[config.mk]
export PLATFORM = sky130hd
export DESIGN_NAME = simd_batch_unit
export DESIGN_NICKNAME = d
export VERILOG_FILES = /design/src/rtl/simd_batch_unit.sv
export SDC_FILE = /design/constraint.sdc
export NUM_CORES = 1
export LEC_CHECK = 0
export ABC_AREA = 1
export CORE_ASPECT_RATIO = 1.1
export CORE_UTILIZATION = 50
export CTS_CLUSTER_DIAMETER = 50
export DETAILED_ROUTE_END_ITERATION = 16
export PLACE_DENSITY = 0.74
export SLEW_MARGIN = 25
export SYNTH_ARGS = -nofsm -noshare
export SYNTH_HDL_FRONTEND = slang
export SYNTH_SLANG_ARGS = --single-unit
[constraint.sdc]
create_clock -name clk -period 9.5 [get_ports clk]
set_input_delay 1.425 -clock clk [delete_from_list [all_inputs] [get_ports clk]]
set_output_delay 1.425 -clock clk [all_outputs]
set_load 0.02 [all_outputs]
[src/rtl/simd_batch_unit.sv]
// simd_batch_unit: batch blend datapath for the SIMD batch controller.
//
// Captures LANES pixel pairs (a, b) plus one shared weight w on load_regs. On
// run_simd every lane is blended through a single shared 2-stage pipeline, one
// lane per cycle:
//   res = (a*(256-w) + b*w + 128) >> 8
// When the batch completes, simd_valid pulses for one cycle. The result is then
// held until the next run.
//
// Ports:
//   clk, rst    clock and synchronous active-high reset
//   load_regs   capture a_in/b_in/w_in
//   run_simd    start processing the captured batch (1-cycle strobe)
//   a_in, b_in  LANES*DW packed lanes, lane i at [i*DW +: DW]
//   w_in        shared blend weight
//   result      registered blended lanes
//   simd_valid  1-cycle pulse when the full batch is in result
//   busy        high while lanes are issuing/draining
//   err         registered 1-cycle pulse after a protocol violation
module simd_batch_unit #(
    parameter int unsigned LANES = 4,
    parameter int unsigned DW    = 8
) (
    input  logic                  clk,
    input  logic                  rst,
    input  logic                  load_regs,
    input  logic                  run_simd,
    input  logic [LANES*DW-1:0]   a_in,
    input  logic [LANES*DW-1:0]   b_in,
    input  logic [DW-1:0]         w_in,
    output logic [LANES*DW-1:0]   result,
    output logic                  simd_valid,
    output logic                  busy,
    output logic                  err
);

    localparam int unsigned CW = $clog2(LANES + 1);
    localparam int unsigned PW = 2 * DW + 1;  // product / sum width

    typedef enum logic [1:0] {StIdle, StLoaded, StBusy, StDone} state_e;

    state_e                state_q, state_d;
    logic [LANES*DW-1:0]   a_q, b_q;
    logic [DW-1:0]         w_q;
    logic [CW-1:0]         cnt_q;
    logic                  issue_done_q;
    logic                  s1_valid_q;
    logic [CW-1:0]         s1_lane_q;
    logic [PW-1:0]         pa_q, pb_q;
    logic [LANES*DW-1:0]   result_q;
    logic                  err_q, err_d;

    logic                  load_en;
    logic                  start;
    logic                  issue;
    logic [DW-1:0]         a_lane, b_lane;
    logic [DW:0]           w_inv;
    logic [PW-1:0]         pa_d, pb_d;
    logic [PW-1:0]         sum;
    logic [DW-1:0]         blended;

    // Control FSM: next state, strobes and protocol-violation detection.
    always_comb begin
        state_d = state_q;
        err_d   = 1'b0;
        load_en = 1'b0;
        start   = 1'b0;
        unique case (state_q)
            StIdle: begin
                if (load_regs) begin
                    load_en = 1'b1;
                    state_d = StLoaded;
                end
                // run with nothing loaded, or run alongside a load: run dropped
                if (run_simd) err_d = 1'b1;
            end
            StLoaded: begin
                if (load_regs) begin
                    load_en = 1'b1;
                    if (run_simd) err_d = 1'b1;
                end else if (run_simd) begin
                    start   = 1'b1;
                    state_d = StBusy;
                end
            end
            StBusy: begin
                if (load_regs || run_simd) err_d = 1'b1;
                // last lane is in stage 2 this cycle
                if (issue_done_q && s1_valid_q) state_d = StDone;
            end
            StDone: begin
                if (load_regs || run_simd) err_d = 1'b1;
                state_d = StLoaded;
            end
            default: state_d = StIdle;
        endcase
    end

    assign issue = (state_q == StBusy) && !issue_done_q;

    // Select the operands of the lane currently being issued.
    always_comb begin
        a_lane = '0;
        b_lane = '0;
        for (int i = 0; i < int'(LANES); i++) begin
            if (cnt_q == CW'(i)) begin
                a_lane = a_q[i*DW +: DW];
                b_lane = b_q[i*DW +: DW];
            end
        end
    end

    assign w_inv   = (DW+1)'(1 << DW) - {1'b0, w_q};
    assign pa_d    = PW'(a_lane) * PW'(w_inv);
    assign pb_d    = PW'(b_lane) * PW'(w_q);
    // Sum never exceeds 65408, so the shifted value always fits in DW bits.
    assign sum     = pa_q + pb_q + PW'(1 << (DW - 1));
    assign blended = DW'(sum >> DW);

    always_ff @(posedge clk) begin
        if (rst) begin
            state_q      <= StIdle;
            a_q          <= '0;
            b_q          <= '0;
            w_q          <= '0;
            cnt_q        <= '0;
            issue_done_q <= 1'b0;
            s1_valid_q   <= 1'b0;
            s1_lane_q    <= '0;
            pa_q         <= '0;
            pb_q         <= '0;
            result_q     <= '0;
            err_q        <= 1'b0;
        end else begin
            state_q <= state_d;
            err_q   <= err_d;

            if (load_en) begin
                a_q <= a_in;
                b_q <= b_in;
                w_q <= w_in;
            end

            // Lane counter parks at LANES-1; issue_done stops further issue.
            if (start) begin
                cnt_q        <= '0;
                issue_done_q <= 1'b0;
            end else if (issue) begin
                if (cnt_q == CW'(LANES - 1)) issue_done_q <= 1'b1;
                else                         cnt_q        <= cnt_q + CW'(1);
            end

            // Stage 1: register both products.
            s1_valid_q <= issue;
            if (issue) begin
                s1_lane_q <= cnt_q;
                pa_q      <= pa_d;
                pb_q      <= pb_d;
            end

            // Stage 2: round and write back the lane.
            for (int i = 0; i < int'(LANES); i++) begin
                if (s1_valid_q && (s1_lane_q == CW'(i))) begin
                    result_q[i*DW +: DW] <= blended;
                end
            end
        end
    end

    assign result     = result_q;
    assign simd_valid = (state_q == StDone);
    assign busy       = (state_q == StBusy);
    assign err        = err_q;

endmodule

==> reports/results.ini, run 1 <==
[synth]
synth_mux_area_frac = 0
synth_cell_types = 43
avgSynthCellArea_um2 = 7.27
largest_family_of_logic_cells_by_synthesized_area = adder cells
yosys.area_share.xor_xnor = 0.0128
synth.cell_area_mm2 = 0.0117
yosysWarningCount = 0
synthesis.instances = 1607
ys_dominant_reg_cell = sky130_fd_sc_hd__dfxtp_1
synth-adder-area-share = 0.249
synth_seq_cells = 147
seq_area_frac_synth = 0.252
synth-async-reset-ratio = 0
synth_compound_area_frac = 0.153
post_synth_and_or_nand_nor_area_fraction = 0.199
number_of_enable_flip_flop_cells_after_synthesis = 0
syn-num-nets = 1869

[worst_setup_path]
timing.critical_path.arrival_ps = 6250
cp_slowest_cell = sky130_fd_sc_hd__nor2_2
timing.critical_path.from_type = register
critPathMaxFanout = 16
worst-r2r-setup-slack_ps = 3570
worstSetupStartpoint = cnt_q[1]
cp-endpoint = pa_q[13]
rr_endpoint = pa_q[13]
cp-end-kind = register
critPathMaxStageDelay_ps = 580
cp_common_cell = sky130_fd_sc_hd__inv_1
r2r_cells = 27
startpoint_to_endpoint_class_of_the_critical_path = reg -> reg
crit-reg2reg-launch = cnt_q[1]
cp.required_ps = 9830

[cts]
count_of_instances_resized_after_the_clock_tree_is_built = 0
clk_pin_slew_ps = 70
numCtsBuffers = 17
tritoncts = built
max-clock-path-buffers = 2
htreeDepth = 4
cts.root.buffer_cell = sky130_fd_sc_hd__clkbuf_16
numClockSinks = 147
cts_hold_buffers = 0
insertion_delay_ps = 430
number_of_buffers_added_for_setup_after_cts = 0

[drt]
drt-vias-per-instance = 5.12
drtIter0Drc = 541
drc = 0
via_count = 10300
route.detailed.wl_per_inst_um = 13.8
final_antenna_net_count = 0
drt_pass1_iterations = 7
routed_wirelength_um = 27700

[pwr]
power_density_mw_per_mm2 = 349
leakagePower_nw = 6.92
max-vdd-ir-drop_uv = 167

[grt]
global_route.usage.total = 0.239
grtUsageMet1 = 0.298
grt_pass1_vias = 9877
grt_max_degree = 125
overflow_left_after_global_routing = 0
grtUsageMet2 = 0.421
grt-busiest-layer = met2
global_route.usage.met3 = 0.0340
grt_antenna_before_repair = 0
grt_pass1_wl_um = 46200

[cells_and_area]
multiInputGateArea_mm2 = 0.00719
area_growth_pct = 16.0
fin_nets = 1953
regArea_mm2 = 0.00294
nFillCells = 2130
layout_cell_share_with_drive_strength_beyond_1 = 0.0610
layout_commonest_cell = sky130_fd_sc_hd__inv_1
antenna-diode-count = 0
final_cells = 2004
layout_common_cells = sky130_fd_sc_hd__inv_1, sky130_fd_sc_hd__nor2_1, sky130_fd_sc_hd__nand2_1, sky130_fd_sc_hd__dfxtp_1, sky130_fd_sc_hd__o21ai_0

[floorplan]
ioPinCount = 111
core_area_mm2 = 0.0229
floorplan.initialDensity = 0.511
rows = 58
die-height_um = 162
horiz_die_dim_um = 148
die_area_mm2 = 0.0240

[place]
place.gp.congestion = 0.894
minimum_setup_slack_after_placement_ps = 3640
post-place-cells = 1971
dp_hpwl_um = 21100
io_buffer_count = 110

[sta]
layout_min_cycle_time_ps = 5930
timing.final.crit_share = 0.624
slew_worst_pin_ps = 778
setup_total_negative_slack_ps = 0
final_worst_path_setup_slack_ps = 3570
finalClockSkew_ps = 13.2
final-setup-viol-count = 0
clock.fmax_mhz = 169
fin_hold_ws_ps = 467
rsz0062_at_grt = false
finalHoldViolations = 0
slew_headroom = 0.480
timing.final.max_slew_violations = 0

[run_status]
outcome = finished, final reports clean

[worst_hold_path]
worst_hold_path_type = reg -> reg
whs_path_depth = 2

[job]
cap_violations = 0

[power by group]
| part | leakage [nW] | internal, mW | total (mW) | switching, mW |
|---|---|---|---|---|
| logic | 5.46 | 1.15 | 3.19 | 2.05 |
| registers | 1.21 | 0.780 | 0.893 | 0.113 |
| clock network | 0.255 | 0.342 | 0.643 | 0.301 |
| total | 6.92 | 2.27 | 4.73 | 2.46 |
[Yosys cell counts (2+ instances only)]
| library cell | n | share of area |
|---|---|---|
| sky130_fd_sc_hd__a21o_1 | 4 | 0.0026 |
| sky130_fd_sc_hd__a21oi_1 | 115 | 0.049 |
| sky130_fd_sc_hd__a21oi_2 | 2 | 0.0015 |
| sky130_fd_sc_hd__a21oi_4 | 2 | 0.0028 |
| sky130_fd_sc_hd__a31oi_1 | 5 | 0.0027 |
| sky130_fd_sc_hd__buf_1 | 2 | 0.00064 |
| sky130_fd_sc_hd__buf_2 | 14 | 0.0060 |
| sky130_fd_sc_hd__buf_4 | 3 | 0.0019 |
| sky130_fd_sc_hd__buf_6 | 3 | 0.0029 |
| sky130_fd_sc_hd__clkbuf_1 | 28 | 0.0090 |
| sky130_fd_sc_hd__clkinv_1 | 4 | 0.0013 |
| sky130_fd_sc_hd__dfxtp_1 | 147 | 0.25 |
| sky130_fd_sc_hd__fa_1 | 77 | 0.13 |
| sky130_fd_sc_hd__ha_1 | 109 | 0.12 |
| sky130_fd_sc_hd__inv_1 | 327 | 0.11 |
| sky130_fd_sc_hd__inv_2 | 20 | 0.0064 |
| sky130_fd_sc_hd__nand2_1 | 192 | 0.062 |
| sky130_fd_sc_hd__nand2_2 | 3 | 0.0016 |
| sky130_fd_sc_hd__nand3_1 | 105 | 0.045 |
| sky130_fd_sc_hd__nand3_2 | 3 | 0.0026 |
| sky130_fd_sc_hd__nand3b_1 | 10 | 0.0064 |
| sky130_fd_sc_hd__nand4_1 | 6 | 0.0032 |
| sky130_fd_sc_hd__nor2_1 | 217 | 0.070 |
| sky130_fd_sc_hd__nor2_2 | 2 | 0.0011 |
| sky130_fd_sc_hd__nor2_4 | 2 | 0.0019 |
| sky130_fd_sc_hd__nor3_1 | 8 | 0.0034 |
| sky130_fd_sc_hd__o211ai_1 | 7 | 0.0045 |
| sky130_fd_sc_hd__o211ai_2 | 12 | 0.013 |
| sky130_fd_sc_hd__o21a_1 | 16 | 0.010 |
| sky130_fd_sc_hd__o21ai_0 | 116 | 0.050 |
| sky130_fd_sc_hd__o21ai_2 | 13 | 0.0098 |
| sky130_fd_sc_hd__o21bai_1 | 6 | 0.0039 |
| sky130_fd_sc_hd__or2_2 | 2 | 0.0011 |
| sky130_fd_sc_hd__xnor2_1 | 5 | 0.0038 |
| sky130_fd_sc_hd__xor2_1 | 12 | 0.0090 |
[per-stage QoR]
step	instance area [µm²]	total power, mW	utilization
floorplan	11700	3.33	-
global placement	13000	3.98	0.567
detailed placement	13000	4.05	0.567
CTS	13500	4.74	0.591
global route	13500	5.26	0.592
finish	13500	4.73	0.592
[critical path: cells and delay by family (launching register included)]
family | cells | cell delay, ps
buffers and inverters | 8 | 780
AO/OA/AOI/OAI | 5 | 820
AND/OR/NAND/NOR | 8 | 1300
flip-flops | 1 | 330
adder cells (fa/ha/maj) | 6 | 2590
[state kept, by name, indices dropped and copies added (netlist names)]
name          flops
w_q               8
pa_q             16
a_q              32
issue_done_q      1
result           32
pb_q             16
s1_valid_q        1
b_q              32
cnt_q             3
state_q           2
err               1
s1_lane_q         3
[worst min-delay path by stage]
stage             from       to  slack (ps)
3_3_place_gp   pb_q[0]  pb_q[0]         460
5_1_grt        pa_q[0]  pa_q[0]         480
6_report       pa_q[0]  pa_q[0]         470
3_5_place_dp   pa_q[0]  pa_q[0]         460
2_1_floorplan  pa_q[0]  pa_q[0]         450
4_1_cts        pa_q[0]  pa_q[0]         470
[layer usage]
metal / routed length [µm] / share of wire
met5: 0 / 0
met4: 694 / 0.025
met3: 1160 / 0.042
met2: 13500 / 0.49
met1: 12400 / 0.45
[logic make-up after synthesis]
family / count (synthesis)
AND/OR/NAND/NOR: 552
XOR/XNOR: 17
adder cells (fa/ha/maj): 186
AO/OA/AOI/OAI: 303
flip-flops: 147
buffers and inverters: 402
[cell type report]
type | instances | area share
Tap cell | 300 | 0.0277
Multi-Input combinational cell | 1058 | 0.531
Clock inverter | 14 | 0.00869
Timing Repair Buffer | 115 | 0.0856
Sequential cell | 147 | 0.217
Clock buffer | 18 | 0.0317
Inverter | 352 | 0.0978
Power figures use the tool's default switching activity.
==> run 2: changes to the inputs <==
clock period = 5.7 ns   (was 9.5 ns; I/O delays follow)
==> reports/results.ini, run 2 (same netlist as run 1, synthesis figures left out) <==
[floorplan]
rows = 58  ; unchanged
die_area_mm2 = 0.0240  ; unchanged
floorplan.initialDensity = 0.511  ; unchanged
ioPinCount = 111  ; unchanged
core_area_mm2 = 0.0229  ; unchanged
horiz_die_dim_um = 148  ; unchanged
die-height_um = 162  ; unchanged

[cells_and_area]
final_cells = 2017  ; +0.65%
antenna-diode-count = 0  ; unchanged
fin_nets = 1966  ; +0.67%
layout_cell_share_with_drive_strength_beyond_1 = 0.0687  ; +0.00769
layout_common_cells = sky130_fd_sc_hd__inv_1, sky130_fd_sc_hd__nor2_1, sky130_fd_sc_hd__nand2_1, sky130_fd_sc_hd__dfxtp_1, sky130_fd_sc_hd__o21ai_0
area_growth_pct = 16.9
layout_commonest_cell = sky130_fd_sc_hd__inv_1

[worst_setup_path]
rr_endpoint = pa_q[13]
startpoint_to_endpoint_class_of_the_critical_path = reg -> reg
cp_slowest_cell = sky130_fd_sc_hd__fa_1
critPathMaxFanout = 15  ; -1
r2r_cells = 27  ; unchanged
cp-end-kind = register
count_of_buffering_cells_on_the_critical_path_with_inverters_included = 9  ; +1
worst-r2r-setup-slack_ps = 360  ; -3210 ps
critical-path-top-delay-family = adder cells
cp_common_cell = sky130_fd_sc_hd__inv_1
critPathMaxStageDelay_ps = 550  ; -30 ps
timing.critical_path.arrival_ps = 5660  ; -590 ps
crit-reg2reg-launch = cnt_q[1]
timing.critical_path.from_type = register
cp.required_ps = 6020  ; -3810 ps

[worst_hold_path]
holdCritStartpoint = pb_q[0]
worst_hold_path_type = reg -> reg
whs_path_depth = 2  ; unchanged
hold_path_end = pb_q[0]

[run_status]
outcome = finished, final reports clean

[cts]
clk_pin_slew_ps = 70  ; about the same
numClockSinks = 147  ; unchanged
cts.root.buffer_cell = sky130_fd_sc_hd__clkbuf_16
numCtsBuffers = 17  ; unchanged
insertion_delay_ps = 430  ; about the same
tritoncts = built
htreeDepth = 4  ; unchanged
max-clock-path-buffers = 2  ; unchanged
cts_hold_buffers = 0  ; unchanged

[place]
dp_hpwl_um = 21400  ; +1.6%
place.gp.congestion = 0.911  ; +1.9%
post-place-cells = 1983  ; +0.61%
io_buffer_count = 110  ; unchanged

[drt]
route.detailed.wl_per_inst_um = 13.6  ; -1.3%
via_count = 10300  ; +0.46%
drc = 0  ; unchanged
final_antenna_net_count = 0  ; unchanged
drtIter0Drc = 531  ; -1.8%
drt-vias-per-instance = 5.11  ; -0.19%
routed_wirelength_um = 27500  ; -0.63%
drt_pass1_iterations = 4  ; -3

[sta]
timing.final.max_slew_violations = 0  ; unchanged
timing.final.crit_share = 0.936  ; +0.313
clock.fmax_mhz = 187  ; +11%
slew_worst_pin_ps = 800  ; +22.2 ps
rsz0062_at_grt = false
layout_min_cycle_time_ps = 5340  ; -589 ps
final-setup-viol-count = 0  ; unchanged
slew_headroom = 0.466  ; -0.0142
finalHoldViolations = 0  ; unchanged
setup_total_negative_slack_ps = 0  ; unchanged
finalClockSkew_ps = 14.5  ; +1.27 ps

[pwr]
leakagePower_nw = 7.00  ; +1.1%
total_power_mw = 7.94  ; +68%
max-vdd-ir-drop_uv = 323  ; +94%
power_density_mw_per_mm2 = 582  ; +67%

[grt]
grt_antenna_before_repair = 0  ; unchanged
grt_pass1_wl_um = 46200  ; -0.16%
grt_max_degree = 78  ; -38%
overflow_left_after_global_routing = 0  ; unchanged
grt_pass1_vias = 9963  ; +0.87%
global_route.usage.total = 0.240  ; +0.000510

[job]
cap_violations = 0  ; unchanged

run 2: cell count changes in the layout (fill, tap and decap cells not counted), sizes merged:
| cell | change |
|---|---|
| clkinvlp | -2 |
| buf | +13 |
| clkinv | +2 |
run 2: per-stage QoR:
| stage | utilization | setup slack [ps] | cell area, µm² | hold slack [ps] |
|---|---|---|---|---|
| after CTS | 0.596 | 364 | 13600 | 469 |
| final | 0.597 | 363 | 13600 | 468 |
| after detailed placement | 0.571 | 396 | 13100 | 462 |
| after global routing | 0.597 | 21.5 | 13600 | 485 |
| after global placement | 0.571 | 477 | 13100 | 455 |
| after floorplan | - | 692 | 11700 | 446 |
run 2: layout make-up:
class / instances / area, µm²
Multi-Input combinational cell: 1058 / 7190
Timing Repair Buffer: 128 / 1250
Clock inverter: 14 / 119
Tap cell: 300 / 375
Sequential cell: 147 / 2940
Inverter: 352 / 1330
Clock buffer: 18 / 439
Fill cell: 2107 / 9220
run 2: worst max-delay path by stage:
stage               startpoint  endpoint  slack, ps  cells past startpoint
floorplan               w_q[0]  pa_q[13]        690                     24
global placement      cnt_q[0]  pb_q[12]        480                     28
detailed placement    cnt_q[0]  pb_q[12]        400                     28
CTS                   cnt_q[0]  pb_q[12]        360                     28
global route          cnt_q[0]  pb_q[12]         20                     29
finish                cnt_q[1]  pa_q[13]        360                     27
run 2: power by group:
group	switching, mW	total [mW]	internal (mW)
sequential	0.189	1.49	1.30
clock	0.498	1.08	0.583
combinational	3.40	5.37	1.97
total	4.09	7.94	3.85
run 2: what timing repair did:
action | CTS | global route
hold endpoints to repair | 0 | 0
setup endpoints to repair | 0 | 3
setup buffers | 0 | 2
gates resized for setup | 0 | 2
run 2: metal layers:
layer  GRT usage  up-vias  wire length, µm
li1            -     5238                -
met3      0.0267       57             1040
met4      0.0989        0              858
met1       0.296     4748            12300
met5           0        -                0
met2       0.423      271            13300
run 2: worst register-to-register path, stage by stage, from the launching register on:
cell                      delay [ps]
sky130_fd_sc_hd__dfxtp_1         360
sky130_fd_sc_hd__inv_1           110
sky130_fd_sc_hd__ha_1            220
sky130_fd_sc_hd__inv_1            90
sky130_fd_sc_hd__buf_4           220
sky130_fd_sc_hd__nand3_1         120
sky130_fd_sc_hd__a21oi_1         150
sky130_fd_sc_hd__a211o_1         140
sky130_fd_sc_hd__o21ai_2         110
sky130_fd_sc_hd__inv_1           110
sky130_fd_sc_hd__nand2_1          70
sky130_fd_sc_hd__fa_1            470
sky130_fd_sc_hd__fa_1            550
sky130_fd_sc_hd__inv_1            60
sky130_fd_sc_hd__fa_1            520
sky130_fd_sc_hd__inv_1            50
sky130_fd_sc_hd__fa_1            520
sky130_fd_sc_hd__inv_1            40
sky130_fd_sc_hd__ha_1            300
sky130_fd_sc_hd__inv_1            90
sky130_fd_sc_hd__nor3_1          240
sky130_fd_sc_hd__o21ai_0         190
sky130_fd_sc_hd__a21oi_1         190
sky130_fd_sc_hd__nor2_1           60
sky130_fd_sc_hd__nand2_1          70
sky130_fd_sc_hd__nand3_1          70
sky130_fd_sc_hd__nand2_1          80
sky130_fd_sc_hd__inv_1            30
==> run 3: changes to the inputs <==
PLACE_DENSITY = 0.67   (was 0.74)
==> reports/results.ini, run 3 (same netlist as run 1, synthesis figures left out) <==
[run_status]
outcome = finished, final reports clean

[floorplan]
floorplan.initialDensity = 0.511  ; unchanged
rows = 58  ; unchanged
core_area_mm2 = 0.0229  ; unchanged
die_area_mm2 = 0.0240  ; unchanged
ioPinCount = 111  ; unchanged
horiz_die_dim_um = 148  ; unchanged
die-height_um = 162  ; unchanged

[cts]
cts.root.buffer_cell = sky130_fd_sc_hd__clkbuf_16
max-clock-path-buffers = 2  ; unchanged
htreeDepth = 4  ; unchanged
clk_pin_slew_ps = 60  ; about the same
cts_hold_buffers = 0  ; unchanged
numCtsBuffers = 17  ; unchanged
numClockSinks = 147  ; unchanged
insertion_delay_ps = 430  ; about the same
tritoncts = built

[worst_hold_path]
hold_path_end = pa_q[0]
whs_path_depth = 2  ; unchanged
holdCritStartpoint = pa_q[0]
worst_hold_path_type = reg -> reg

[pwr]
netSwitchingFraction = 0.512  ; -0.00264
power_density_mw_per_mm2 = 591  ; +1.6%
cell_internal_pwr_mw = 3.94  ; +2.5%
share_of_power_burned_in_registers = 0.185  ; -0.003
clockPowerShare = 0.141  ; +0.005
net_switching_power_mw = 4.14  ; +1.4%
leakagePower_nw = 7.01  ; +0.13%
max-vdd-ir-drop_uv = 357  ; +10%
total_power_mw = 8.09  ; +1.9%
combinational_power_share = 0.674  ; -0.002

[cells_and_area]
layout_cell_share_with_drive_strength_beyond_1 = 0.0693  ; +0.000582
fin_nets = 1966  ; unchanged
nFillCells = 2161  ; +2.6%
layout_commonest_cell = sky130_fd_sc_hd__inv_1
postLayoutCoreUtil = 0.599  ; +0.00181
antenna-diode-count = 0  ; unchanged
area_growth_pct = 17.2
layout_common_cells = sky130_fd_sc_hd__inv_1, sky130_fd_sc_hd__nor2_1, sky130_fd_sc_hd__nand2_1, sky130_fd_sc_hd__dfxtp_1, sky130_fd_sc_hd__o21ai_0

[sta]
slew_headroom = 0.503  ; +0.0379
slew_worst_pin_ps = 745  ; -55.1 ps
timing.final.max_slew_violations = 0  ; unchanged
final-setup-viol-count = 0  ; unchanged
clock.fmax_mhz = 191  ; +1.7%
layout_min_cycle_time_ps = 5250  ; -90.9 ps
finalClockSkew_ps = 12.8  ; -1.68 ps
rsz0062_at_grt = false
fin_hold_ws_ps = 474  ; +5.52 ps
finalHoldViolations = 0  ; unchanged
setup_total_negative_slack_ps = 0  ; unchanged
timing.final.crit_share = 0.920  ; -0.0159

[grt]
grtUsageMet1 = 0.325  ; +0.0285
grt-busiest-layer = met2
global_route.usage.total = 0.252  ; +0.0124
global_route.usage.met3 = 0.0281  ; +0.00140
grtUsageMet2 = 0.441  ; +0.0184
grt_antenna_before_repair = 0  ; unchanged
grt_max_degree = 95  ; +22%
grt_pass1_wl_um = 48200  ; +4.4%
overflow_left_after_global_routing = 0  ; unchanged
grt_pass1_vias = 9958  ; -0.050%

[worst_setup_path]
r2r_cells = 21  ; -22%
startpoint_to_endpoint_class_of_the_critical_path = reg -> reg
timing.critical_path.arrival_ps = 5560  ; -100 ps
cp_cell_sequence = inv_2, ha_1, inv_4, buf_4, o211ai_2, o21ai_2, inv_2, nor2_1, fa_1, fa_1, fa_1, inv_1, fa_1, inv_1, ha_1, a21oi_1, a21boi_0, or2_2, nand3_1, o211ai_1, inv_1
cp.required_ps = 6020  ; about the same
cp-end-kind = register
critical-path-top-delay-family = adder cells
critPathMaxStageDelay_ps = 520  ; -30 ps
critPathMaxFanout = 17  ; +2
crit-reg2reg-launch = cnt_q[2]
worst-r2r-setup-slack_ps = 450  ; +90 ps
rr_endpoint = pb_q[9]
count_of_buffering_cells_on_the_critical_path_with_inverters_included = 7  ; -2
cp_slowest_cell = sky130_fd_sc_hd__dfxtp_1
timing.critical_path.from_type = register
cp_common_cell = sky130_fd_sc_hd__fa_1

[drt]
drt_pass1_iterations = 5  ; +1
drt-vias-per-instance = 5.06  ; -1.1%
drtIter0Drc = 543  ; +2.3%
final_antenna_net_count = 0  ; unchanged
via_count = 10200  ; -1.1%
route.detailed.wl_per_inst_um = 14.1  ; +3.7%
drc = 0  ; unchanged
routed_wirelength_um = 28500  ; +3.7%

[place]
place.gp.congestion = 0.890  ; -2.2%
dp_hpwl_um = 22500  ; +5.0%
io_buffer_count = 110  ; unchanged

[job]
cap_violations = 0  ; unchanged

[run 3: power groups by stage]
stage / Combinational, mW / Sequential [mW] / Clock (mW)
after CTS: 5.45 / 1.50 / 1.16
final: 5.45 / 1.50 / 1.14
after floorplan: 4.10 / 1.46 / 0
after global placement: 5.31 / 1.52 / 0
after global routing: 6.30 / 1.53 / 1.19
after detailed placement: 5.39 / 1.52 / 0
[run 3: how the worst max path moves through the flow]
stage	depth (start not counted)	startpoint	slack (ps)	end
after floorplan	24	w_q[0]	690	pa_q[13]
after global placement	23	cnt_q[0]	510	pb_q[9]
after detailed placement	28	cnt_q[0]	440	pb_q[12]
after CTS	25	cnt_q[2]	420	pa_q[13]
after global routing	24	cnt_q[2]	30	pb_q[15]
final	21	cnt_q[2]	450	pb_q[9]
[run 3: area by class of cell]
class	count	area, µm²	share of cell area
multi-input cells	1058	7200	0.526
flip-flops and latches	147	2940	0.215
inverters	352	1330	0.0969
repair buffers	128	1250	0.0912
clock buffers	19	443	0.0324
well taps	300	375	0.0274
clock inverters	13	148	0.0108
[run 3: what timing repair did]
action | CTS | global route
gates resized for setup | 0 | 5
endpoints found under the setup margin | 0 | 3
setup buffers | 0 | 2
[run 3: worst min-delay path, cell delays in order (launching register included)]
cell and delay (ps):
sky130_fd_sc_hd__dfxtp_1 310, sky130_fd_sc_hd__nand2_1 60, sky130_fd_sc_hd__a21oi_1 60
[run 3: layer usage]
layer | vias to the layer above | part of all wire
li1 | 5237 | -
met1 | 4703 | 0.46
met2 | 223 | 0.48
met3 | 38 | 0.030
met4 | 0 | 0.021
met5 | - | 0
[run 3: per-stage QoR]
| step | std cells | cell area, µm² | setup WS, ps |
|---|---|---|---|
| CTS | 2015 | 13600 | 418 |
| detailed placement | 1983 | 13100 | 439 |
| global placement | 1983 | 13100 | 507 |
| floorplan | 1607 | 11700 | 692 |
| finish | 2017 | 13700 | 454 |
| global route | 2017 | 13700 | 30.7 |
